===== src/rtl/mem_arbiter_pkg.sv =====
// Shared types and default widths for the memory arbiter.
package mem_arbiter_pkg;

  localparam int unsigned DEF_ADDR_W  = 32;
  localparam int unsigned DEF_DATA_W  = 32;
  localparam int unsigned DEF_MEM_LAT = 1;

  typedef enum logic [1:0] {
    IDLE  = 2'd0,
    ISSUE = 2'd1,
    WAIT  = 2'd2,
    RESP  = 2'd3
  } state_e;

  typedef enum logic {
    OWN_IF = 1'b0,
    OWN_DM = 1'b1
  } owner_e;

  // Request-vector bit for a requester: bit 0 fetch, bit 1 data.
  function automatic logic [1:0] owner_onehot(input owner_e o);
    return (o == OWN_DM) ? 2'b10 : 2'b01;
  endfunction

endpackage


===== src/rtl/mem_arbiter_pick.sv =====
// Two-requester picker; fixed data-over-fetch, or round-robin when ARB_RR_EN is defined.
module arb_pick
  import mem_arbiter_pkg::*;
(
  input  logic [1:0] req,
  input  owner_e     last_win,
  output logic [1:0] gnt_c,
  output owner_e     win_c
);

`ifdef ARB_RR_EN
  // On a tie the port that did not win last time goes first.
  always_comb begin
    win_c = OWN_IF;
    if (req == 2'b11) begin
      win_c = (last_win == OWN_IF) ? OWN_DM : OWN_IF;
    end else if (req[1]) begin
      win_c = OWN_DM;
    end
  end
`else
  logic unused_last_win;
  assign unused_last_win = last_win;

  always_comb begin
    win_c = req[1] ? OWN_DM : OWN_IF;
  end
`endif

  assign gnt_c = (req == 2'b00) ? 2'b00 : owner_onehot(win_c);

endmodule


===== src/rtl/mem_arbiter.sv =====
// Single-port memory arbiter/sequencer sharing one synchronous memory between fetch and data ports.
// Build option: ARB_RR_EN selects round-robin arbitration instead of fixed data-over-fetch.
module mem_arbiter
  import mem_arbiter_pkg::*;
#(
  parameter int unsigned ADDR_W  = DEF_ADDR_W,
  parameter int unsigned DATA_W  = DEF_DATA_W,
  parameter int unsigned MEM_LAT = DEF_MEM_LAT
) (
  input  logic              clk,
  input  logic              rst,
  input  logic              if_req,
  input  logic [ADDR_W-1:0] if_addr,
  output logic              if_gnt,
  output logic [DATA_W-1:0] if_rdata,
  output logic              if_valid,
  output logic              if_stall,
  input  logic              dm_req,
  input  logic              dm_we,
  input  logic [ADDR_W-1:0] dm_addr,
  input  logic [DATA_W-1:0] dm_wdata,
  output logic              dm_gnt,
  output logic [DATA_W-1:0] dm_rdata,
  output logic              dm_valid,
  output logic              mem_en,
  output logic              mem_we,
  output logic [ADDR_W-1:0] mem_addr,
  output logic [DATA_W-1:0] mem_wdata,
  input  logic [DATA_W-1:0] mem_rdata,
  output logic              busy
);

  localparam int unsigned CNT_W = (MEM_LAT < 1) ? 1 : $clog2(MEM_LAT + 1);

  if (MEM_LAT < 1) begin : g_lat_check
    $error("mem_arbiter: MEM_LAT must be at least 1");
  end

  state_e             state, state_nxt;
  owner_e             owner, owner_nxt;
  owner_e             last_win, pick_win;
  logic [CNT_W-1:0]   cnt, cnt_nxt;
  logic [1:0]         req_m, pick_gnt;
  logic               arb_take;
  logic               if_gnt_nxt, dm_gnt_nxt, if_valid_nxt, dm_valid_nxt;
  logic               mem_en_nxt, mem_we_nxt, busy_nxt;
  logic [ADDR_W-1:0]  mem_addr_nxt;
  logic [DATA_W-1:0]  mem_wdata_nxt, if_rdata_nxt, dm_rdata_nxt;

  // The owner keeps req high through its RESP cycle, so it is masked there.
  always_comb begin
    req_m = {dm_req, if_req};
    if (state == RESP) begin
      req_m = req_m & ~owner_onehot(owner);
    end
  end

  arb_pick u_pick (
    .req      (req_m),
    .last_win (last_win),
    .gnt_c    (pick_gnt),
    .win_c    (pick_win)
  );

  assign arb_take = ((state == IDLE) || (state == RESP)) && (pick_gnt != 2'b00);
  assign if_stall = if_req & ~if_valid;

`ifdef ARB_RR_EN
  always_ff @(posedge clk) begin
    if (!rst) begin
      last_win <= OWN_IF;
    end else if (arb_take) begin
      last_win <= pick_win;
    end
  end
`else
  assign last_win = OWN_IF;
`endif

  // Next state and next registered outputs.
  always_comb begin
    state_nxt     = state;
    owner_nxt     = owner;
    cnt_nxt       = cnt;
    if_gnt_nxt    = 1'b0;
    dm_gnt_nxt    = 1'b0;
    if_valid_nxt  = 1'b0;
    dm_valid_nxt  = 1'b0;
    mem_en_nxt    = 1'b0;
    mem_we_nxt    = 1'b0;
    mem_addr_nxt  = mem_addr;
    mem_wdata_nxt = mem_wdata;
    if_rdata_nxt  = if_rdata;
    dm_rdata_nxt  = dm_rdata;

    case (state)
      IDLE, RESP: begin
        if (arb_take) begin
          state_nxt  = ISSUE;
          owner_nxt  = pick_win;
          mem_en_nxt = 1'b1;
          if (pick_win == OWN_DM) begin
            dm_gnt_nxt    = 1'b1;
            mem_we_nxt    = dm_we;
            mem_addr_nxt  = dm_addr;
            mem_wdata_nxt = dm_wdata;
          end else begin
            if_gnt_nxt   = 1'b1;
            mem_addr_nxt = if_addr;
          end
        end else begin
          state_nxt = IDLE;
        end
      end
      ISSUE: begin
        if (mem_we) begin
          state_nxt    = RESP;
          dm_valid_nxt = 1'b1;
        end else begin
          state_nxt = WAIT;
          cnt_nxt   = CNT_W'(MEM_LAT - 1);
        end
      end
      WAIT: begin
        if (cnt == '0) begin
          state_nxt = RESP;
          if (owner == OWN_DM) begin
            dm_rdata_nxt = mem_rdata;
            dm_valid_nxt = 1'b1;
          end else begin
            if_rdata_nxt = mem_rdata;
            if_valid_nxt = 1'b1;
          end
        end else begin
          cnt_nxt = cnt - CNT_W'(1);
        end
      end
      default: state_nxt = IDLE;
    endcase

    busy_nxt = (state_nxt != IDLE);
  end

  always_ff @(posedge clk) begin
    if (!rst) begin
      state     <= IDLE;
      owner     <= OWN_IF;
      cnt       <= '0;
      if_gnt    <= 1'b0;
      dm_gnt    <= 1'b0;
      if_valid  <= 1'b0;
      dm_valid  <= 1'b0;
      mem_en    <= 1'b0;
      mem_we    <= 1'b0;
      mem_addr  <= '0;
      mem_wdata <= '0;
      if_rdata  <= '0;
      dm_rdata  <= '0;
      busy      <= 1'b0;
    end else begin
      state     <= state_nxt;
      owner     <= owner_nxt;
      cnt       <= cnt_nxt;
      if_gnt    <= if_gnt_nxt;
      dm_gnt    <= dm_gnt_nxt;
      if_valid  <= if_valid_nxt;
      dm_valid  <= dm_valid_nxt;
      mem_en    <= mem_en_nxt;
      mem_we    <= mem_we_nxt;
      mem_addr  <= mem_addr_nxt;
      mem_wdata <= mem_wdata_nxt;
      if_rdata  <= if_rdata_nxt;
      dm_rdata  <= dm_rdata_nxt;
      busy      <= busy_nxt;
    end
  end

endmodule


===== config.mk =====
export PLATFORM = sky130hd
export DESIGN_NAME = mem_arbiter
export DESIGN_NICKNAME = d
export VERILOG_FILES = /design/src/rtl/mem_arbiter_pkg.sv /design/src/rtl/mem_arbiter_pick.sv /design/src/rtl/mem_arbiter.sv
export SDC_FILE = /design/constraint.sdc
export NUM_CORES = 1
export LEC_CHECK = 0
export ABC_AREA = 0
export ABC_CLOCK_PERIOD_IN_PS = 2100
export BUFFER_PORTS_ARGS = -buffer_cell sky130_fd_sc_hd__buf_2
export CORE_MARGIN = 2
export CORE_UTILIZATION = 35
export CTS_BUF_LIST = sky130_fd_sc_hd__clkbuf_2
export CTS_CLUSTER_DIAMETER = 50
export DETAILED_ROUTE_END_ITERATION = 6
export PLACE_DENSITY = 0.68
export REMOVE_ABC_BUFFERS = 1
export SYNTH_ARGS = -nofsm -noshare
export SYNTH_HDL_FRONTEND = slang
export SYNTH_SLANG_ARGS = --single-unit

===== constraint.sdc =====
create_clock -name clk -period 2.1 [get_ports clk]
set_input_delay 0 -clock clk [delete_from_list [all_inputs] [get_ports clk]]
set_output_delay 0 -clock clk [all_outputs]
set_load 0.05 [all_outputs]

Word-level counts from Yosys, hierarchy flattened. Cells that the tools add are included.

Bits in registers: 139.

Reductions and logical operators: 17. Bitwise logic cells: 8. Equality and inequality tests: 4. Add/sub/neg operators: 1. Mux-type cells: 21.

Operator list (number): 2-to-1 mux 32 bit (1); 2-to-1 mux 1 bit (12); AND reduction 3 bit (4); 2-to-1 mux 2 bit (5); case mux 2 bit (3 select lines) (1); AND reduction 2 bit (3); nonzero test 2 bit (3); NOT 1 bit (5); == test 2 bit (second input constant) (2); logical NOT 2 bit (2); case mux 1 bit (2 select lines) (2); AND reduction 4 bit (1); OR reduction 3 bit (1); AND 2 bit (1); == test 2 x 1 -> 1 bit (second input constant) (1); inequality test 2 bit (second input constant) (1); NOT 2 bit (1); OR reduction 2 bit (1); AND 1 bit (1); logical AND 1 bit (1); logical OR 1 bit (1); subtractor 1 bit (second input constant) (1).

Depth between registers and ports, before layout. Gate-level depths: netlist (run 1).

Word-level depth: 12. Mapped depth: 7.

Cells and area by module. From an unflattened synthesis (run 1), not the netlist that was laid out.

Cell total of the unflattened synthesis: 571. Area, all modules: 5311.3 µm².

Modules (own cells, without submodules): mem_arbiter (cells an instance 568, times used 1, area each 5293.8 µm², seq. area each 2762.6 µm²); arb_pick (cells an instance 3, times used 1, area each 17.5 µm², seq. area each 0.0 µm²).

Worst setup path before layout (run 1). No wires, ideal clock.

Path type: flip-flop to flip-flop. Start: reg state[0]. End: reg mem_addr[21]. Library setup time: 0.123 ns. Data arrival time: 1.491 ns. Stages on the path, launching flop included: 8. Path buffers: 3. Setup slack: 0.486 ns. Data required time: 1.977 ns. Path through: dfxtp_1 > ha_1 > buf_6 > a21boi_4 > buf_6 > clkbuf_4 > mux2i_1 > a21oi_2.

Word-level cells in the longest chain between the ends: 8. Elaborated cells on any way between the ends: 13. Classes of those cells: eq/ne (1); mux (5); reduce/logical (7).

RTL lines: from (decl) (line mem_arbiter.sv:39) `state_e state, state_nxt;`; from (signal assigned) (line mem_arbiter.sv:161) `state <= state_nxt;`; == test 2 bit (line mem_arbiter.sv:53, mem_arbiter.sv:65, mem_arbiter.sv:96); 2-to-1 mux 2 bit (line mem_arbiter.sv:53) `if (state == RESP) begin`; 2-to-1 mux 1 bit (line mem_arbiter_pick.sv:26) `win_c = req[1] ? OWN_DM : OWN_IF;`; 2-to-1 mux 2 bit (line mem_arbiter_pkg.sv:22) `return (o == OWN_DM) ? 2'b10 : 2'b01;`; 2-to-1 mux 2 bit (line mem_arbiter_pick.sv:30) `assign gnt_c = (req == 2'b00) ? 2'b00 : owner_onehot(win_c);`; nonzero test 2 bit (line mem_arbiter.sv:65) `assign arb_take = ((state == IDLE) || (state == RESP)) && (pick_gnt != 2'b00);`; logical AND 1 bit (line mem_arbiter.sv:65); AND reduction 2 bit (no source line); to (signal assigned) (line mem_arbiter.sv:170) `mem_addr <= mem_addr_nxt;`; to (decl) (line mem_arbiter.sv:27) `output logic [ADDR_W-1:0] mem_addr,`.

Several ways; a longest one is shown, not always the timed one. A chain may end at the register's enable or synchronous reset.

Final worst setup path (run 1).
Start: reg state[0]. End: reg mem_addr[30].

Same word-level chain as after synthesis.

==> impl_metrics.py, run 1 <==
metrics = {
    "run_status": {
        "status": "finished, final reports clean",
    },
    "worst_setup_path": {
        "crit_path_max_fanout": 12,
        "crit_chain": "ha_2, a21boi_4, buf_12, mux2i_1, dlygate4sd3_1, a21oi_2",
        "path_class": "reg2reg",
        "start_kind": "flip-flop",
        "crit_path_end_kind": "flip-flop",
        "cp.required_ns": 2.69,
        "slowest_stage": "dlygate4sd3_1",
        "cp.arrival_ns": 2.55,
        "critPathMaxStageDelay_ns": 0.60,
    },
    "clocking": {
        "clock-sinks": 138,
        "post_cts_buffers": 0,
        "cts-root-buf": "clkbuf_2",
        "cts_buffers": 17,
        "clockBufferDepth": 2,
        "path_clk_slew_ns": 0.22,
        "clk_latency_ns": 0.69,
        "cts_tree": "done",
        "h-tree-depth": 4,
    },
    "drt": {
        "routed_via_density": 4.73,
        "drc": 0,
        "wirelength_um": 18600,
        "wl_per_cell_um": 14.7,
        "vias": 6022,
        "ant_nets": 0,
        "drt-initial-drc-count": 199,
        "drt_first_pass_iters": 4,
    },
    "pwr": {
        "p_sw_frac": 0.499,
        "leakage_uw": 0.00418,
        "p_per_area_nw_per_um2": 1270,
        "vdd_ir_drop_max_mv": 0.975,
        "p_seq_frac": 0.315,
        "intPower_uw": 5880,
        "p_clk_frac": 0.140,
        "switching_power_uw": 5870,
        "pwr-share-comb": 0.545,
    },
    "sta": {
        "setup_viol": 0,
        "period_minus_slack_ns": 1.96,
        "final-max-slew-violation-count": 0,
        "worst_slew_pin_slew_ns": 0.483,
        "fmax_mhz": 510,
        "setup_tns_ns": 0,
        "whs_ns": 0.0957,
        "clock_skew_ns": 0.0296,
        "post-route-period-util": 0.934,
        "relSlewSlack": 0.678,
        "finalHoldViolations": 0,
        "rsz0062_at_grt": "yes",
    },
    "synth": {
        "yosysMostFrequentCell": "dfxtp_1",
        "synth_top_area_share": 0.460,
        "synth-edff-count": 0,
        "ys_seq_elements": 138,
        "yosysUniqueCellTypes": 25,
        "seq_area_frac_synth": 0.460,
        "yosys-top-cells-count": "dfxtp_1, nand2_1, a21boi_0",
        "synth_area_um2": 6010,
        "ys.flop_type": "dfxtp_1",
        "synth.avg_cell_area_um2": 9.28,
        "yosysWarnings": 0,
        "yosys-top-cells-area": "dfxtp_1, a21boi_0, nand2_1",
        "yosysTopAreaCell": "dfxtp_1",
        "syn_inst": 647,
        "ys_async_sr_fraction": 0,
    },
    "finish": {
        "layout.nets": 1176,
        "n_fill_cell": 1500,
        "area_growth_pct": 54.6,
        "drive_gt1_frac": 0.335,
        "num_antenna_cells": 0,
    },
    "global_routing": {
        "grt_pass1_wl_um": 29700,
        "grt_pass1_vias": 5961,
        "grt_max_degree": 70,
        "overflow": 0,
        "grt_antenna_before_repair": 0,
        "grt_usage": 0.205,
    },
    "die": {
        "dieWidth_um": 135,
        "die_h_um": 135,
        "ios": 269,
        "start_util": 0.360,
        "num_rows": 47,
        "core_um2": 16700,
        "die_area_um2": 18200,
    },
    "placed_design": {
        "post-dp-hpwl_um": 11200,
        "port_buffers": 268,
        "gp_congestion": 0.743,
    },
    "worst_hold_path": {
        "hold_path.class": "in2reg",
    },
    "job": {
        "maxCapViolCount": 0,
    },
}
-- logic make-up after synthesis --
group / synth area share
muxes: 0.0558
AOI/OAI and AO/OA: 0.264
DFF: 0.460
adders and majority gates: 0.00625
buffers and inverters: 0.0521
and+or+nand+nor: 0.161
-- registers in the layout, summed over array words and instances (netlist names), 2 cells and up --
| name | count |
|---|---|
| dm_rdata | 32 |
| if_rdata | 32 |
| mem_addr | 32 |
| mem_wdata | 32 |
| state | 2 |
-- worst max-delay path, delay by kind of cell (launching register included) --
family	cells	cell delay (ns)
adder cells (fa/ha/maj)	1	0.22
multiplexers	1	0.22
buffers and inverters	2	0.78
AO/OA/AOI/OAI	2	0.26
flip-flops	1	0.38
-- worst paths after layout --
check,cells after the start,slack (ns),endpoint,startpoint
setup reg to reg,6,0.14,mem_addr[30],state[0]
hold / removal,4,0.1,dm_rdata[23],mem_rdata[23]
hold reg to reg,2,0.47,dm_rdata[26],dm_rdata[26]
setup / recovery,6,0.14,mem_addr[30],state[0]
-- through the flow --
step / setup slack (ns) / std cells / utilization / instance area (µm²) / total power, µW
4_1_cts: 0.0808 / 1271 / 0.553 / 9240 / 11800
2_1_floorplan: -1.44 / 586 / - / 5700 / 8150
3_3_place_gp: 0.493 / 1094 / 0.451 / 7540 / 9840
5_1_grt: -0.00724 / 1272 / 0.556 / 9280 / 12400
6_report: 0.138 / 1272 / 0.556 / 9280 / 11700
3_5_place_dp: 0.450 / 1094 / 0.451 / 7540 / 9890
-- metal layers --
layer | global-route usage | vias up | wire length [µm]
met5 | 0 | - | 0
met4 | 0.0758 | 0 | 422
met3 | 0.0661 | 30 | 1400
met2 | 0.347 | 245 | 8790
met1 | 0.242 | 2720 | 8030
li1 | - | 3027 | -
-- final cells by class --
class	instances	area, µm²	share of cell area
Clock inverter	13	153	0.0164
Timing Repair Buffer	435	3060	0.329
Inverter	3	11.3	0.00121
Tap cell	220	275	0.0296
Multi-Input combinational cell	445	2940	0.316
Clock buffer	18	90.1	0.00970
Sequential cell	138	2760	0.298
-- layout by cell type (no fill, tap or decap), types with 2 or more instances in the layout --
cell / Yosys / routed
a21boi_0: 97 / 97
nand2_1: 131 / 131
nand2b_1: 33 / 33
mux2i_1: 32 / 32
and3_1: 33 / 33
ha_1: 3 / 2
bufinv_16: 0 / 3
buf_2: 10 / 267
nor2_1: 2 / 2
a21oi_1: 4 / 4
dfxtp_1: 138 / 138
and2_1: 4 / 4
dlygate4sd3_1: 0 / 147
clkinv_2: 0 / 3
clkinv_1: 0 / 2
clkbuf_2: 0 / 18
o21a_1: 35 / 34
inv_1: 3 / 3
buf_4: 1 / 12
clkinvlp_4: 0 / 3
o221ai_1: 32 / 32
buf_12: 0 / 6
nor2b_1: 4 / 3
buf_6: 7 / 2
a21oi_2: 30 / 30
-- what timing repair did --
action                     CTS  global route
resized for setup            0             8
hold buffers               146             1
setup endpoints to repair    0             5
hold endpoints to repair   138             1
-- power groups by stage --
stage | clock network, µW | registers [µW] | logic (µW)
after floorplan | 0 | 6100 | 2040
after detailed placement | 0 | 3750 | 6140
after CTS | 1730 | 3700 | 6370
final | 1640 | 3710 | 6400
after global routing | 1820 | 3800 | 6830
after global placement | 0 | 3730 | 6110
(Power assumes the default switching activity.)
==> run 2, diff against run 1 <==
--- a/config.mk
+++ b/config.mk
@@ -7,14 +7,16 @@
 export LEC_CHECK = 0
 export ABC_AREA = 0
 export ABC_CLOCK_PERIOD_IN_PS = 2100
-export BUFFER_PORTS_ARGS = -buffer_cell sky130_fd_sc_hd__buf_2
 export CORE_MARGIN = 2
 export CORE_UTILIZATION = 35
 export CTS_BUF_LIST = sky130_fd_sc_hd__clkbuf_2
 export CTS_CLUSTER_DIAMETER = 50
 export DETAILED_ROUTE_END_ITERATION = 6
-export PLACE_DENSITY = 0.68
+export DONT_BUFFER_PORTS = 1
+export PLACE_DENSITY = 0.55
 export REMOVE_ABC_BUFFERS = 1
+export SLEW_MARGIN = 20
 export SYNTH_ARGS = -nofsm -noshare
 export SYNTH_HDL_FRONTEND = slang
+export SYNTH_HIERARCHICAL = 1
 export SYNTH_SLANG_ARGS = --single-unit
==> run 2 against run 1 <==
The flow now stops in clock tree synthesis. Area after synthesis decreased by 12%. Synthesized cell count decreased by 12%.
==> impl_metrics.py, run 2 <==
metrics = {
    "placed_design": {
        "post-dp-hpwl_um": 8790,
        "gp_congestion": 0.717,
        "port_buffers": 0,
        "placed_cells": 719,
        "place_area_um2": 5340,
    },
    "clocking": {
        "h-tree-depth": 4,
        "post_cts_buffers": 0,
        "clock-sinks": 138,
        "cts-root-buf": "clkbuf_2",
        "cts-resized-gates": 0,
        "hold_buffers": 151,
        "clockBufferDepth": 2,
        "cts_buffers": 17,
    },
    "die": {
        "die_h_um": 127,
        "start_util": 0.353,
        "ios": 269,
        "num_rows": 45,
        "dieWidth_um": 127,
    },
    "synth": {
        "synth.avg_cell_area_um2": 9.31,
        "syn_inst": 570,
        "synth_area_um2": 5310,
        "yosysWarnings": 6,
    },
    "run_status": {
        "stop_stage": "clock tree synthesis",
        "status": "did not finish",
        "firstError": "[ERROR RSZ-0060] Max buffer count reached.",
    },
}
-- run 2: per-stage QoR --
stage	util	hold slack, ns	setup slack (ns)
after floorplan	-	0.122	-4.06
after detailed placement	0.355	0.139	0.295
after global placement	0.355	0.135	0.379
==> run 3, diff against run 2 <==
--- a/config.mk
+++ b/config.mk
@@ -8,12 +8,10 @@
 export ABC_AREA = 0
 export ABC_CLOCK_PERIOD_IN_PS = 2100
 export CORE_MARGIN = 2
-export CORE_UTILIZATION = 35
-export CTS_BUF_LIST = sky130_fd_sc_hd__clkbuf_2
-export CTS_CLUSTER_DIAMETER = 50
+export CORE_UTILIZATION = 20
 export DETAILED_ROUTE_END_ITERATION = 6
 export DONT_BUFFER_PORTS = 1
-export PLACE_DENSITY = 0.55
+export PLACE_DENSITY_LB_ADDON = 0.15
 export REMOVE_ABC_BUFFERS = 1
 export SLEW_MARGIN = 20
 export SYNTH_ARGS = -nofsm -noshare
==> run 3 against run 2 <==
The flow now finishes without violations. Area after synthesis unchanged. Synthesized cell count stayed put.
==> impl_metrics.py, run 3 <==
metrics = {
    "run_status": {
        "status": "finished, final reports clean",
    },
    "clocking": {
        "cts-root-buf": "clkbuf_16",
        "h-tree-depth": 4,
        "clock-sinks": 138,
        "clockBufferDepth": 2,
        "path_clk_slew_ns": 0.06,
        "cts_tree": "done",
        "cts_buffers": 17,
        "clk_latency_ns": 0.42,
    },
    "drt": {
        "vias": 4477,
        "drc": 0,
        "drt-initial-drc-count": 159,
        "ant_nets": 0,
        "wirelength_um": 16800,
        "drt_first_pass_iters": 4,
        "routed_via_density": 4.30,
        "wl_per_cell_um": 16.1,
    },
    "global_routing": {
        "overflow": 0,
        "grt_usage": 0.116,
        "grt_pass1_vias": 4600,
        "grt_antenna_before_repair": 1,
        "grt_max_degree": 125,
        "grt_pass1_wl_um": 25500,
    },
    "finish": {
        "layout.nets": 827,
        "seq_area_um2": 2760,
        "layout_common_cells": "nand2_1, dfxtp_1, dlygate4sd3_1",
        "multi_input_area_um2": 2200,
        "area_growth_pct": 43.3,
        "n_fill_cell": 2732,
        "layout_commonest_cell": "nand2_1",
        "drive_gt1_frac": 0.0767,
    },
    "sta": {
        "setup_ws_ns": 0.0814,
        "clock_skew_ns": 0.0107,
        "setup_tns_ns": 0,
        "setup_viol": 0,
        "period_minus_slack_ns": 2.02,
        "post-route-period-util": 0.961,
        "relSlewSlack": 0.609,
        "whs_ns": 0.0486,
        "fmax_mhz": 495,
        "worst_slew_pin_slew_ns": 0.586,
        "finalHoldViolations": 0,
        "final-max-slew-violation-count": 0,
    },
    "placed_design": {
        "port_buffers": 0,
        "gp_congestion": 0.716,
        "post-dp-hpwl_um": 9660,
        "pre_cts_slack_ns": 0.300,
    },
    "die": {
        "ios": 269,
        "core_um2": 26100,
        "die_h_um": 167,
        "dieWidth_um": 167,
        "num_rows": 59,
        "start_util": 0.204,
        "die_area_um2": 27900,
    },
    "pwr": {
        "total_power_uw": 9340,
        "p_per_area_nw_per_um2": 1230,
        "leakage_uw": 0.00280,
        "vdd_ir_drop_max_mv": 0.470,
    },
    "synth": {
        "synth_area_um2": 5310,
        "synth.avg_cell_area_um2": 9.31,
        "syn_inst": 570,
        "yosysWarnings": 6,
    },
    "worst_setup_path": {
        "path_class": "reg2reg",
        "cp.required_ns": 2.39,
        "start_kind": "flip-flop",
        "crit_path_max_fanout": 9,
        "crit_path_end_kind": "flip-flop",
        "cp.arrival_ns": 2.31,
    },
    "worst_hold_path": {
        "hold_path.class": "in2reg",
    },
    "job": {
        "maxCapViolCount": 0,
    },
}
run 3: area by class of cell:
cell class	instances	area share
Sequential cell	138	0.363
Timing Repair Buffer	151	0.210
Multi-Input combinational cell	378	0.290
Clock buffer	18	0.0577
Tap cell	335	0.0551
Inverter	5	0.00247
Antenna cell	1	0.000329
Clock inverter	14	0.0214
run 3: path summary, 6_finish.rpt:
kind / slack [ns] / to / from / depth (start not counted)
worst max-delay path: 0.08 / mem_addr[22] / state[0] / 7
worst min-delay path: 0.05 / if_rdata[18] / rst / 2
worst min register to register: 0.64 / owner / owner / 1
worst max register to register: 0.08 / mem_addr[22] / state[0] / 7
run 3: layer usage:
layer / vias to the layer above / part of all wire / GRT usage / wire, µm
li1: 2162 / - / - / -
met1: 2088 / 0.42 / 0.135 / 7100
met2: 202 / 0.47 / 0.189 / 7840
met3: 25 / 0.089 / 0.0478 / 1500
met4: 0 / 0.020 / 0.0469 / 329
met5: - / 0 / 0 / 0
run 3: through the flow:
step                area [µm²]   util  instances
floorplan                 4960      -        521
CTS                       7500  0.288       1035
detailed placement        5500  0.211        865
global placement          5500  0.211        865
global route              7600  0.292       1040
finish                    7600  0.292       1040
run 3: timing repair:
item | CTS | global route
hold buffers | 138 | 0
gates resized for setup | 0 | 6
setup buffers | 0 | 2
endpoints found under the setup margin | 0 | 33
hold endpoints to repair | 138 | 0
run 3: worst max-delay path, stage by stage (launching register included):
cell and delay (ns):
dfxtp_1 0.33, ha_2 0.21, a21boi_4 0.18, buf_4 0.17
buf_12 0.14, mux2i_1 0.21, dlygate4sd3_1 0.59, o2bb2ai_1 0.07
run 3: report_power, final:
part           total, µW  leakage, µW  internal, µW  switching [µW]
logic               1420      0.00139           633             784
clock network       3120     0.000287          1810            1300
registers           4800      0.00112          3050            1750
total               9340      0.00280          5500            3840
==> run 4, diff against run 3 <==
--- a/config.mk
+++ b/config.mk
@@ -7,8 +7,11 @@
 export LEC_CHECK = 0
 export ABC_AREA = 0
 export ABC_CLOCK_PERIOD_IN_PS = 2100
+export CELL_PAD_IN_SITES_DETAIL_PLACEMENT = 1
+export CELL_PAD_IN_SITES_GLOBAL_PLACEMENT = 2
 export CORE_MARGIN = 2
-export CORE_UTILIZATION = 20
+export CORE_UTILIZATION = 36
+export CTS_BUF_LIST = sky130_fd_sc_hd__clkbuf_4
 export DETAILED_ROUTE_END_ITERATION = 6
 export DONT_BUFFER_PORTS = 1
 export PLACE_DENSITY_LB_ADDON = 0.15
==> run 4 against run 3 <==
Critical path type unchanged. Clock-buffer cell count grew 4. Sequential share of layout area up 2.4 points. Flip-flop and latch count is the same. Utilization increased by 20 points. Power fell by 14%. Worst hold slack better by 0.061 ns. Die area is 44% lower. Maximum frequency grew 0.33%. Critical endpoint is now mem_addr[14].
==> impl_metrics.py, run 4 (synthesis results as in run 3) <==
metrics = {
    "worst_setup_path": {
        "cp.required_ns": 2.56,
        "start_kind": "flip-flop",
        "reg2reg_from": "state[0]",
        "critPathMaxStageDelay_ns": 0.59,
        "crit_path_end_kind": "flip-flop",
        "rrSetupSlack_ns": 0.09,
        "crit_chain": "ha_2, a21boi_4, buf_12, mux2i_1, dlygate4sd3_1, o2bb2ai_1",
        "critPathLaunch": "state[0]",
        "cp.arrival_ns": 2.47,
        "path_class": "reg2reg",
        "reg2reg_depth": 6,
        "crit_path_max_fanout": 16,
        "r2r-end": "mem_addr[14]",
        "slowest_stage": "dlygate4sd3_1",
    },
    "pwr": {
        "p_per_area_nw_per_um2": 1130,
        "p_sw_frac": 0.435,
        "p_clk_frac": 0.226,
        "vdd_ir_drop_max_mv": 0.475,
        "total_power_uw": 8060,
        "intPower_uw": 4550,
        "switching_power_uw": 3510,
        "pwr-share-comb": 0.177,
        "p_seq_frac": 0.597,
        "leakage_uw": 0.00271,
    },
    "worst_hold_path": {
        "hold_path.class": "in2reg",
        "hold_end": "mem_we",
        "min-delay-start": "dm_we",
        "holdPathStages": 2,
    },
    "global_routing": {
        "grt_antenna_before_repair": 2,
        "grt_max_degree": 132,
        "grt_pass1_wl_um": 26600,
        "grt_pass1_vias": 4842,
        "overflow": 0,
        "grt_usage": 0.217,
    },
    "clocking": {
        "cts_tree": "done",
        "h-tree-depth": 4,
        "cts_buffers": 17,
        "clockBufferDepth": 2,
        "cts-root-buf": "clkbuf_4",
        "clk_latency_ns": 0.57,
        "path_clk_slew_ns": 0.11,
        "clock-sinks": 138,
    },
    "die": {
        "ios": 269,
        "core_um2": 14500,
        "die_h_um": 125,
        "num_rows": 44,
        "start_util": 0.367,
        "die_area_um2": 15700,
        "dieWidth_um": 125,
    },
    "job": {
        "maxCapViolCount": 0,
    },
    "placed_design": {
        "post-dp-hpwl_um": 9920,
        "pre_cts_slack_ns": 0.328,
        "port_buffers": 0,
        "gp_congestion": 0.768,
        "place_area_um2": 5340,
    },
    "finish": {
        "area_growth_pct": 34.3,
        "seq_area_um2": 2760,
        "stdcell_area_um2": 7130,
        "layout_common_cells": "nand2_1, dlygate4sd3_1, dfxtp_1",
        "layout.nets": 833,
        "multi_input_area_um2": 2210,
        "layout_commonest_cell": "nand2_1",
        "n_fill_cell": 1611,
        "drive_gt1_frac": 0.0817,
    },
    "drt": {
        "wirelength_um": 17100,
        "drt_first_pass_iters": 4,
        "vias": 4602,
        "drc": 0,
        "routed_via_density": 5.14,
        "drt-initial-drc-count": 183,
        "wl_per_cell_um": 19.2,
        "ant_nets": 0,
    },
    "sta": {
        "worst_slew_pin_slew_ns": 0.623,
        "period_minus_slack_ns": 2.01,
        "setup_viol": 0,
        "clock_skew_ns": 0.0148,
        "fmax_mhz": 497,
        "relSlewSlack": 0.584,
        "final-max-slew-violation-count": 0,
        "rsz0062_at_grt": "no",
        "setup_ws_ns": 0.0880,
        "finalHoldViolations": 0,
        "post-route-period-util": 0.958,
    },
    "run_status": {
        "status": "finished, final reports clean",
    },
}
==> run 4: cell types whose count changed in the layout (fill, tap and decap cells not counted), sizes merged <==
| cell | before | now |
|---|---|---|
| buf | 12 | 18 |
| bufinv | 2 | 3 |
| clkbuf | 20 | 23 |
| clkinv | 4 | 7 |
| clkinvlp | 3 | 0 |
| dlygate4sd3 | 137 | 138 |
| inv | 10 | 5 |
==> run 4: how the worst max path moves through the flow <==
stage | endpoint
floorplan | owner
global placement | mem_addr[11]
detailed placement | mem_addr[17]
CTS | dm_rdata[19]
global route | mem_addr[14]
finish | mem_addr[14]
==> run 4: power groups by stage <==
stage                     clock network, µW  logic, µW  registers, µW
after CTS                              1870       1390           4810
after global routing                   2010       1590           4860
after detailed placement                  0       1120           4860
final                                  1820       1420           4810
after floorplan                           0        760           4730
after global placement                    0       1050           4860
==> run 4: routing by layer <==
layer	share of wire	wire length [µm]	GRT usage	vias up
met1	0.38	6430	0.232	2200
li1	-	-	-	2170
met5	0	0	0	-
met2	0.51	8670	0.369	195
met4	0.030	517	0.0895	0
met3	0.089	1520	0.100	37
==> run 4: cell type report <==
type / count / area share
diodes: 1 / 0.000351
clock buffers: 22 / 0.0232
clock inverters: 10 / 0.0175
inverters: 5 / 0.00263
multi-input cells: 378 / 0.310
flip-flops and latches: 138 / 0.388
well taps: 184 / 0.0323
repair buffers: 157 / 0.227
==> run 4: what timing repair did <==
item                                    4_1_cts  5_1_grt
setup buffers                                 0        6
endpoints found under the setup margin        0       19
hold endpoints to repair                    138        0
hold buffers                                139        0
resized for setup                             0        6
==> run 4: worst max-delay path: cells and delay by family, from the launching register on <==
family	cells	cell delay, ns
adders and majority gates	1	0.21
DFF	1	0.35
buffers and inverters	2	0.80
muxes	1	0.25
AOI/OAI and AO/OA	2	0.29
==> run 4: metrics by stage <==
step | util | cells | TNS, ns | hold WS (ns)
final | 0.492 | 895 | 0 | 0.109
after CTS | 0.486 | 887 | 0 | 0.0639
after global placement | 0.369 | 716 | 0 | 0.130
after floorplan | - | 521 | -272.01 | 0.122
after detailed placement | 0.369 | 716 | 0 | 0.129
after global routing | 0.492 | 895 | 0 | 0.0499
